==> src/rtl/drac_pkg.sv <==
// Shared types for the Lagarto committed-store buffer: entry layout, drain FSM states
// and the byte-lane merge used when stores coalesce into the tail entry.
package drac_pkg;

  localparam int DCACHE_INDEX_WIDTH = 12;
  localparam int DCACHE_TAG_WIDTH   = 26;

  typedef struct packed {
    logic [DCACHE_INDEX_WIDTH-1:0] index;
    logic [DCACHE_TAG_WIDTH-1:0]   tag;
    logic [63:0]                   wdata;
    logic [7:0]                    be;
    logic [1:0]                    size;
  } stb_entry_t;

  typedef enum logic [1:0] {
    STB_IDLE,
    STB_REQ,
    STB_TAG
  } stb_state_t;

  function automatic logic [63:0] stb_merge_bytes(input logic [63:0] old_d,
                                                  input logic [63:0] new_d,
                                                  input logic [7:0]  be);
    logic [63:0] r;
    r = old_d;
    for (int b = 0; b < 8; b++) begin
      if (be[b]) r[8*b +: 8] = new_d[8*b +: 8];
    end
    return r;
  endfunction

endpackage

==> src/rtl/lagarto_stb_word_match.sv <==
// Per-entry comparator: same 64-bit word (tag + index above the byte offset) with
// at least one overlapping byte lane, qualified by an enable.
module lagarto_stb_word_match #(
  parameter int INDEX_W = 12,
  parameter int TAG_W   = 26
) (
  input  logic               en,
  input  logic [INDEX_W-1:3] word_a,
  input  logic [TAG_W-1:0]   tag_a,
  input  logic [7:0]         be_a,
  input  logic [INDEX_W-1:3] word_b,
  input  logic [TAG_W-1:0]   tag_b,
  input  logic [7:0]         be_b,
  output logic               hit
);

  assign hit = en & (tag_a == tag_b) & (word_a == word_b) & (|(be_a & be_b));

endmodule

==> src/rtl/lagarto_store_buffer.sv <==
// In-order committed-store buffer draining into the L1 dcache (index phase, then tag phase).
// Optional tail coalescing of same-word stores is enabled by defining LAGARTO_STB_COALESCE_EN.
module lagarto_store_buffer
  import drac_pkg::*;
#(
  parameter int DEPTH   = 4,
  parameter int INDEX_W = DCACHE_INDEX_WIDTH,
  parameter int TAG_W   = DCACHE_TAG_WIDTH
) (
  input  logic                       clk_i,
  input  logic                       rst_i,
  input  logic                       st_valid_i,
  output logic                       st_ready_o,
  input  logic [INDEX_W-1:0]         st_index_i,
  input  logic [TAG_W-1:0]           st_tag_i,
  input  logic [63:0]                st_wdata_i,
  input  logic [7:0]                 st_be_i,
  input  logic [1:0]                 st_size_i,
  input  logic                       ld_chk_valid_i,
  input  logic [INDEX_W-1:0]         ld_chk_index_i,
  input  logic [TAG_W-1:0]           ld_chk_tag_i,
  input  logic [7:0]                 ld_chk_be_i,
  output logic                       ld_hazard_o,
  output logic                       dc_req_o,
  input  logic                       dc_gnt_i,
  output logic [INDEX_W-1:0]         dc_index_o,
  output logic [63:0]                dc_wdata_o,
  output logic [7:0]                 dc_be_o,
  output logic [1:0]                 dc_size_o,
  output logic                       dc_we_o,
  output logic [TAG_W-1:0]           dc_tag_o,
  output logic                       dc_tag_valid_o,
  output logic                       dc_kill_o,
  output logic                       empty_o,
  output logic                       full_o,
  output logic [$clog2(DEPTH+1)-1:0] count_o
);

  localparam int PTR_W = $clog2(DEPTH);
  localparam int CNT_W = $clog2(DEPTH+1);

  stb_entry_t       mem [DEPTH];
  stb_entry_t       head, new_ent;
  logic [PTR_W-1:0] head_ptr, tail_ptr;
  logic [CNT_W-1:0] count, count_next;
  stb_state_t       state, state_next;
  logic             st_accept, push, pop, coal_hit;
  logic [DEPTH-1:0] ent_vld, ent_hit;
  logic             in_hit;
  logic             ld_idx_unused;

  assign head    = mem[head_ptr];
  assign new_ent = '{index: st_index_i, tag: st_tag_i, wdata: st_wdata_i,
                     be: st_be_i, size: st_size_i};

  assign empty_o = (count == '0);
  assign full_o  = (count == CNT_W'(DEPTH));
  assign count_o = count;

`ifdef LAGARTO_STB_COALESCE_EN
  logic [PTR_W-1:0] tail_idx;
  logic             tail_wm;

  assign tail_idx = tail_ptr - PTR_W'(1);

  // All-ones byte enables turn the comparator into a pure word match.
  lagarto_stb_word_match #(.INDEX_W(INDEX_W), .TAG_W(TAG_W)) u_tail_match (
    .en     (1'b1),
    .word_a (mem[tail_idx].index[INDEX_W-1:3]),
    .tag_a  (mem[tail_idx].tag),
    .be_a   (8'hFF),
    .word_b (st_index_i[INDEX_W-1:3]),
    .tag_b  (st_tag_i),
    .be_b   (8'hFF),
    .hit    (tail_wm)
  );

  assign coal_hit   = st_valid_i & ~empty_o & tail_wm &
                      ((state == STB_IDLE) | (tail_idx != head_ptr));
  assign st_ready_o = ~full_o | coal_hit;
`else
  assign coal_hit   = 1'b0;
  assign st_ready_o = ~full_o;
`endif

  assign st_accept  = st_valid_i & st_ready_o;
  assign push       = st_accept & ~coal_hit;
  assign count_next = count + CNT_W'(push) - CNT_W'(pop);

  always_ff @(posedge clk_i or posedge rst_i) begin
    if (rst_i) begin
      head_ptr <= '0;
      tail_ptr <= '0;
      count    <= '0;
      state    <= STB_IDLE;
    end else begin
      if (push) tail_ptr <= tail_ptr + PTR_W'(1);
      if (pop)  head_ptr <= head_ptr + PTR_W'(1);
      count <= count_next;
      state <= state_next;
    end
  end

  // Entry storage carries no reset; occupancy is defined solely by the pointers and count.
  always_ff @(posedge clk_i) begin
    if (push) begin
      mem[tail_ptr] <= new_ent;
    end
`ifdef LAGARTO_STB_COALESCE_EN
    else if (coal_hit) begin
      mem[tail_idx].wdata <= stb_merge_bytes(mem[tail_idx].wdata, st_wdata_i, st_be_i);
      mem[tail_idx].be    <= mem[tail_idx].be | st_be_i;
      mem[tail_idx].size  <= 2'b11;
    end
`endif
  end

  // A store arriving into an empty buffer starts the index phase on the next cycle.
  always_comb begin
    state_next = state;
    case (state)
      STB_IDLE: if (!empty_o || push) state_next = STB_REQ;
      STB_REQ:  if (dc_gnt_i) state_next = STB_TAG;
      STB_TAG:  state_next = (count_next != '0) ? STB_REQ : STB_IDLE;
      default:  state_next = STB_IDLE;
    endcase
  end

  always_comb begin
    dc_req_o       = 1'b0;
    dc_tag_valid_o = 1'b0;
    pop            = 1'b0;
    case (state)
      STB_REQ: dc_req_o = 1'b1;
      STB_TAG: begin
        dc_tag_valid_o = 1'b1;
        pop            = 1'b1;
      end
      default: ;
    endcase
  end

  assign dc_we_o    = dc_req_o;
  assign dc_kill_o  = 1'b0;
  assign dc_index_o = dc_req_o ? head.index : '0;
  assign dc_wdata_o = dc_req_o ? head.wdata : '0;
  assign dc_be_o    = dc_req_o ? head.be    : '0;
  assign dc_size_o  = dc_req_o ? head.size  : '0;
  assign dc_tag_o   = dc_tag_valid_o ? head.tag : '0;

  // Slot i holds a live store when its distance from head is below the occupancy.
  always_comb begin
    for (int i = 0; i < DEPTH; i++) begin
      ent_vld[i] = CNT_W'(PTR_W'(i) - head_ptr) < count;
    end
  end

  for (genvar g = 0; g < DEPTH; g++) begin : g_hz
    lagarto_stb_word_match #(.INDEX_W(INDEX_W), .TAG_W(TAG_W)) u_match (
      .en     (ent_vld[g]),
      .word_a (mem[g].index[INDEX_W-1:3]),
      .tag_a  (mem[g].tag),
      .be_a   (mem[g].be),
      .word_b (ld_chk_index_i[INDEX_W-1:3]),
      .tag_b  (ld_chk_tag_i),
      .be_b   (ld_chk_be_i),
      .hit    (ent_hit[g])
    );
  end

  lagarto_stb_word_match #(.INDEX_W(INDEX_W), .TAG_W(TAG_W)) u_in_match (
    .en     (st_accept),
    .word_a (st_index_i[INDEX_W-1:3]),
    .tag_a  (st_tag_i),
    .be_a   (st_be_i),
    .word_b (ld_chk_index_i[INDEX_W-1:3]),
    .tag_b  (ld_chk_tag_i),
    .be_b   (ld_chk_be_i),
    .hit    (in_hit)
  );

  assign ld_hazard_o   = ld_chk_valid_i & ((|ent_hit) | in_hit);
  // Byte offset of the load is irrelevant; overlap is decided by byte enables.
  assign ld_idx_unused = ^ld_chk_index_i[2:0];

endmodule

==> config.mk <==
export PLATFORM = sky130hd
export DESIGN_NAME = lagarto_store_buffer
export DESIGN_NICKNAME = d
export VERILOG_FILES = /design/src/rtl/drac_pkg.sv /design/src/rtl/lagarto_stb_word_match.sv /design/src/rtl/lagarto_store_buffer.sv
export SDC_FILE = /design/constraint.sdc
export NUM_CORES = 1
export LEC_CHECK = 0
export CAP_MARGIN = 40
export CORE_MARGIN = 2
export CORE_UTILIZATION = 49
export DETAILED_ROUTE_END_ITERATION = 8
export MAX_ROUTING_LAYER = met4
export PLACE_DENSITY_LB_ADDON = 0.05
export SLEW_MARGIN = 20
export SYNTH_ARGS = -nofsm -noshare
export SYNTH_HDL_FRONTEND = slang
export SYNTH_HIERARCHICAL = 1
export SYNTH_SLANG_ARGS = --single-unit
==> constraint.sdc <==
create_clock -name clk_i -period 3.7 [get_ports clk_i]
set_input_delay 0.37 -clock clk_i [delete_from_list [all_inputs] [get_ports clk_i]]
set_output_delay 0.37 -clock clk_i [all_outputs]
set_load 0.01 [all_outputs]
==> impl_metrics.yaml, run 1 <==
worst_setup_path:
  worst_setup_path_end_kind: "primary output"
  cpLargestDelayFamily: "simple AND/OR/NAND/NOR gates"
  r2r_cells: 13
  required_ns: 3.33
  crit_arrival_ns: 3.14
  path_class: "reg2out"
  cpMaxStageDelayCell: "dfrtp_4"
  crit_top_cell: "inv_2"
  r2r-end: "state[0]$_DFFE_PP0P_"
  start_kind: "register"
  reg2reg_from: "count_o[2]$_DFF_PP0_"
  path_cells: "inv_2, ha_4, inv_2, ha_1, a21o_1, a21oi_2, nand4_1, or4_4, a2111oi_4, or4_1, o21a_1, buf_2"
  critPathMaxStageDelay_ns: 0.50
  worst-r2r-setup-slack_ns: 0.46
  path_buf_inv: 3
  worstPathMaxFanout: 4
yosys:
  synth_edf_count: 448
  syn_area_mm2: 0.01976
  syn_nets: 1221
  yosys_warnings: 6
  synth.most_common_cell: "edfxtp_1"
  ys.flop_type: "edfxtp_1"
  synth_top_area_share_pct: 68.08
  async_flop_share_pct: 1.969
  yosysSeqAreaShare_pct: 69.22
  synth_common_cells: "448 x edfxtp_1, 112 x mux4_2, 97 x xnor2_1, 91 x and2_1, 80 x xor2_1"
  synth_area_leaders: "edfxtp_1 68%, mux4_2 13%, xnor2_1 4.3%, xor2_1 3.5%, and2_1 2.9%"
  synth_cell_types: 35
  post-synth-top-area-cell: "edfxtp_1"
  syn_inst: 1042
  ys_ff_latch: 457
  syn_area_per_cell_um2: 18.96
drt:
  antenna_left: 0
  dr.pass1.iters: 5
  drc: 0
  drt_iter0_drc: 610
  vias_per_cell: 5.411
  dr_total_vias: 10440
  drt-total-wl_um: 45180
  routedWlPerCell_um: 23.42
clock_network:
  h-tree-depth: 2
  cts.clk_slew.worst_paths_ns: 0.06
  cts-root-buf: "clkbuf_16"
  cts-buffers-inserted: 48
  cts_tree: "built"
  cts_buffer_depth: 3
  clk_latency_ns: 0.58
  ctsHoldBuffers: 0
  clock-sinks: 457
timing:
  tightest_slew_ns: 0.6065
  post-route-min-period_ns: 3.510
  rsz0062_at_grt: "false"
  max_clock_freq_mhz: 284.9
  fin_skew_ns: 0.01670
  setup_viol: 0
  relSlewSlack_pct: 59.57
  maxSlewViolCount: 0
  final_hold_viol_count: 0
  fin_worst_hold_slack_ns: 0.09806
  fin_crit_sh_pct: 94.86
floorplanning:
  core_area_mm2: 0.03973
  die_h_um: 204.8
  ios: 286
  fp-row-count: 73
  start_util_pct: 49.73
  die-area_mm2: 0.04195
  die_w_um: 204.8
placed_design:
  routabilityCongestion: 0.8706
  place_area_mm2: 0.02334
  dp_hpwl_um: 29050
  port_buffers: 281
global_routing:
  grt_start_max_net_pins: 114
  overflow: 0
  grt_use_total_pct: 22.55
  grt_pass1_wl_um: 67700
  antenna_found_initial: 10
  grt_pass1_vias: 11160
cells_and_area:
  fin_area_mm2: 0.02505
  drive_above_1_share_pct: 16.71
  areaGrowthSynthToFinish_pct: 26.76
  fillCellCount: 2898
  fin_nets: 1538
hold_path:
  hold_class: "in2async"
power:
  leakage_nw: 8.143
  power_density_mw_per_mm2: 733.1
  p_total_w: 0.01836
  ir_drop_mv: 0.5390
job:
  maxCapViolations: 0
status:
  status: "finished clean"
[final cells by class]
cell class	instances	area, um^2	area share [%]
Sequential cell	457	13690	54.64
Multi-Input combinational cell	528	5893	23.53
Timing Repair Buffer	309	3159	12.61
Clock buffer	56	1274	5.085
Tap cell	525	656.9	2.622
Clock inverter	29	299.0	1.194
Inverter	15	56.30	0.2248
Antenna cell	10	25.02	0.09990
[worst max path at each step]
stage                       startpoint          end  slack (ns)  cells after the start
2_1_floorplan  head_ptr[1]$_DFFE_PP0N_  ld_hazard_o        0.44                     14
3_3_place_gp          ld_chk_tag_i[11]  ld_hazard_o        0.05                      9
3_5_place_dp           ld_chk_tag_i[4]  ld_hazard_o        0.08                      9
4_1_cts        head_ptr[0]$_DFFE_PP0N_  ld_hazard_o       -0.03                     12
5_1_grt           count_o[1]$_DFF_PP0_  ld_hazard_o        0.01                     10
6_report       head_ptr[1]$_DFFE_PP0N_  ld_hazard_o        0.19                     12
[metrics by stage]
step	std cells	utilization, %	setup WS [ns]	TNS [ns]
after floorplan	1042	-	0.4351	0
final	1929	63.05	0.1901	0
after global routing	1929	63.05	0.01228	0
after detailed placement	1830	58.76	0.08356	0
after CTS	1918	62.87	-0.02910	-0.02910
after global placement	1830	58.76	0.05351	0
[repair_timing]
item	CTS	global route
resized for setup	12	5
setup endpoints to repair	38	54
setup buffers	3	0
gates cloned	0	1
pin swaps	1	3
[state kept, by name, summed over array words and instances, names as in the netlist]
register,flops
state,2
tail_ptr,2
head_ptr,2
mem,448
count_o,3
[cell families after synthesis]
group,count (synthesis),synth area share (%)
AO/OA/AOI/OAI,37,1.653
XOR/XNOR,178,7.959
adder cells (fa/ha/maj),16,1.051
buffers and inverters,57,1.311
flip-flops,457,69.22
multiplexers,113,12.82
other,1,0.01898
AND/OR/NAND/NOR,183,5.965
[layer usage]
layer	track usage (%)	wire (um)	share of wire [%]
met1	29.42	19040	42
met2	34.54	21760	48
met3	6.904	3505	7.8
met4	6.263	873	1.9
met5	-	0	0
[where the power goes]
part | internal [W] | switching [W]
registers | 0.00686 | 0.000343
logic | 0.00331 | 0.00308
clock network | 0.00287 | 0.00191
total | 0.0130 | 0.00533
[cells in the final DEF, fill, tap and decap left out, drive strengths merged, types with 2 or more instances in the layout]
cell	synthesis	routed
nand4	30	30
buf	21	28
nor2b	28	28
a21oi	4	4
a221oi	10	10
dfrtp	9	9
mux4	112	112
a22o	11	11
a2111oi	5	5
xnor2	97	97
nand2b	2	2
clkinvlp	0	3
nor2	2	2
clkbuf	21	57
inv	15	15
edfxtp	448	448
clkdlybuf4s50	0	280
xor2	80	80
and2	91	91
clkinv	0	20
diode	0	10
or4	6	6
bufinv	0	6
o21a	2	2
nor4	20	20
o21ai	2	2
a21o	2	2
ha	15	15
Power figures use the tool's default switching activity.
==> run 2, diff against run 1 <==
--- a/config.mk
+++ b/config.mk
@@ -6,6 +6,7 @@
 export NUM_CORES = 1
 export LEC_CHECK = 0
 export CAP_MARGIN = 40
+export CORE_ASPECT_RATIO = 1.25
 export CORE_MARGIN = 2
 export CORE_UTILIZATION = 49
 export DETAILED_ROUTE_END_ITERATION = 8
==> run 2 against run 1 <==
Effect of this change:
- sequential power about the same
- non-clock buffer count up 7
- setup slack worse by 0.14 ns
- utilization is 0.66 points lower
- count of clock-buffer cells in the layout rose by 5
- largest power group unchanged
- critical path type unchanged
- clock power down 11%
- sequential cell count stayed put
- global-route usage shrank 0.45 points
- clock skew down 0.0070 ns
- final cell count is 0.98% lower
==> impl_metrics.yaml, run 2 (same netlist as run 1, synthesis figures left out) <==
placed_design:
  routabilityCongestion: 0.8729
  place_inst: 1819
  port_buffers: 281
  dp_hpwl_um: 29250
  place_area_mm2: 0.02343
power:
  p_int_w: 0.01265
  p_comb_share_pct: 36.2
  power_switching_w: 0.005288
  clock_power_share_pct: 23.6
  ir_drop_mv: 0.4501
  leakage_nw: 8.090
  seqPwrFrac_pct: 40.1
  power_density_mw_per_mm2: 720.3
  sw_frac_of_total_pct: 29.49
cells_and_area:
  final_common_cell: "edfxtp_1"
  top_register: "mem"
  final_cells: 1910
  drive_above_1_share_pct: 16.36
  areaGrowthSynthToFinish_pct: 26.01
  fin_area_mm2: 0.02490
  fin_nets: 1543
  layout_common_cells: "448 x edfxtp_1, 280 x clkdlybuf4s50_1, 112 x mux4_2"
  largest_reg_flops: 448
  final_core_util_pct: 62.39
hold_path:
  hold_class: "in2async"
floorplanning:
  die_w_um: 183.6
  core_area_mm2: 0.03991
  start_util_pct: 49.51
  die_h_um: 228.5
  ios: 286
  fp-row-count: 82
  die-area_mm2: 0.04196
drt:
  vias_per_cell: 5.565
  drt-total-wl_um: 44770
  dr_total_vias: 10630
  drt_iter0_drc: 589
  drc: 0
  routedWlPerCell_um: 23.44
  antenna_left: 0
  dr.pass1.iters: 5
clock_network:
  cts_tree: "built"
  cts_buffer_depth: 3
  postCtsSetupBuffers: 0
  clk_latency_ns: 0.54
  cts.clk_slew.worst_paths_ns: 0.06
  clock-sinks: 457
  h-tree-depth: 2
  ctsHoldBuffers: 0
  cts-root-buf: "clkbuf_16"
  cts-buffers-inserted: 46
worst_setup_path:
  start_kind: "register"
  path_class: "reg2out"
  worst_setup_path_end_kind: "primary output"
  worstPathMaxFanout: 2
  cpMaxStageDelayCell: "or4_4"
  path_cells: "inv_4, ha_4, ha_1, a21o_1, a21oi_2, nand4_1, or4_4, a2111oi_4, or4_1, o21a_1, buf_2"
  required_ns: 3.33
  critPathMaxStageDelay_ns: 0.59
  crit_arrival_ns: 3.28
global_routing:
  grt_pass1_wl_um: 66970
  grt_use_total_pct: 22.10
  grt_start_max_net_pins: 71
  antenna_found_initial: 6
  overflow: 0
  grt_pass1_vias: 11290
timing:
  max_clock_freq_mhz: 274.1
  maxSlewViolCount: 0
  post-route-min-period_ns: 3.648
  tightest_slew_ns: 0.7621
  setup_viol: 0
  fin_crit_sh_pct: 98.60
  final_hold_viol_count: 0
  fin_worst_hold_slack_ns: 0.1347
  relSlewSlack_pct: 49.19
  fin_skew_ns: 0.009722
  rsz0062_at_grt: "true"
status:
  status: "finished clean"
job:
  maxCapViolations: 0
run 2: what timing repair did:
item	CTS	global route
setup endpoints to repair	90	27
pin swaps	2	6
gates resized for setup	11	12
gates cloned	0	1
run 2: area by class of cell:
class / count / area [um^2]
clock buffer: 61 / 1229
antenna: 6 / 15.01
multi-input combinational: 528 / 5893
sequential: 457 / 13690
fill: 2878 / 15010
inverter: 15 / 61.31
clock inverter: 23 / 126.4
tap: 504 / 630.6
timing repair buffer: 316 / 3257
run 2: routing by layer:
metal	part of all wire, %	up-vias	GRT usage [%]
met3	6.9	75	5.147
met2	52	319	36.67
met5	0	-	-
met4	3.2	0	8.825
met1	38	5444	26.12
li1	-	4791	-
run 2: power by group through the flow:
stage | clock, W | combinational (W) | sequential [W]
floorplan | 0 | 0.00371 | 0.00725
global placement | 0 | 0.00649 | 0.00726
detailed placement | 0 | 0.00650 | 0.00731
CTS | 0.00435 | 0.00658 | 0.00720
global route | 0.00454 | 0.00701 | 0.00729
finish | 0.00424 | 0.00650 | 0.00720
run 2: worst paths after layout:
check	from	end	slack, ns	cells after the start
min	rst_i	count_o[2]$_DFF_PP0_	0.13	2
min reg2reg	tail_ptr[1]$_DFFE_PP0P_	tail_ptr[1]$_DFFE_PP0P_	0.56	1
max	head_ptr[1]$_DFFE_PP0N_	ld_hazard_o	0.05	11
max reg2reg	count_o[2]$_DFF_PP0_	state[0]$_DFFE_PP0P_	0.36	13
min in group clk_i	dc_gnt_i	state[1]$_DFFE_PP0P_	0.43	2
max in group asynchronous	rst_i	head_ptr[1]$_DFFE_PP0N_	3.21	2
run 2: worst max-delay path, delay by kind of cell (launching register included):
family	cells	cell delay [ns]
AND/OR/NAND/NOR	3	0.86
adder cells (fa/ha/maj)	2	0.49
AO/OA/AOI/OAI	4	0.67
flip-flops	1	0.49
buffers and inverters	2	0.23
run 2: stage by stage:
step	total power [W]	setup TNS, ns	setup WS [ns]
after floorplan	0.01096	0	0.4351
after global placement	0.01374	0	0.001988
after detailed placement	0.01380	0	0.01562
after CTS	0.01813	-0.04536	-0.04536
after global routing	0.01884	-0.05775	-0.05775
final	0.01793	0	0.05169
==> run 3, diff against run 2 <==
--- a/config.mk
+++ b/config.mk
@@ -5,6 +5,7 @@
 export SDC_FILE = /design/constraint.sdc
 export NUM_CORES = 1
 export LEC_CHECK = 0
+export ABC_CLOCK_PERIOD_IN_PS = 3700
 export CAP_MARGIN = 40
 export CORE_ASPECT_RATIO = 1.25
 export CORE_MARGIN = 2
==> results of run 3 <==
No change in the layout: final DEF, timing and power equal those of run 2.
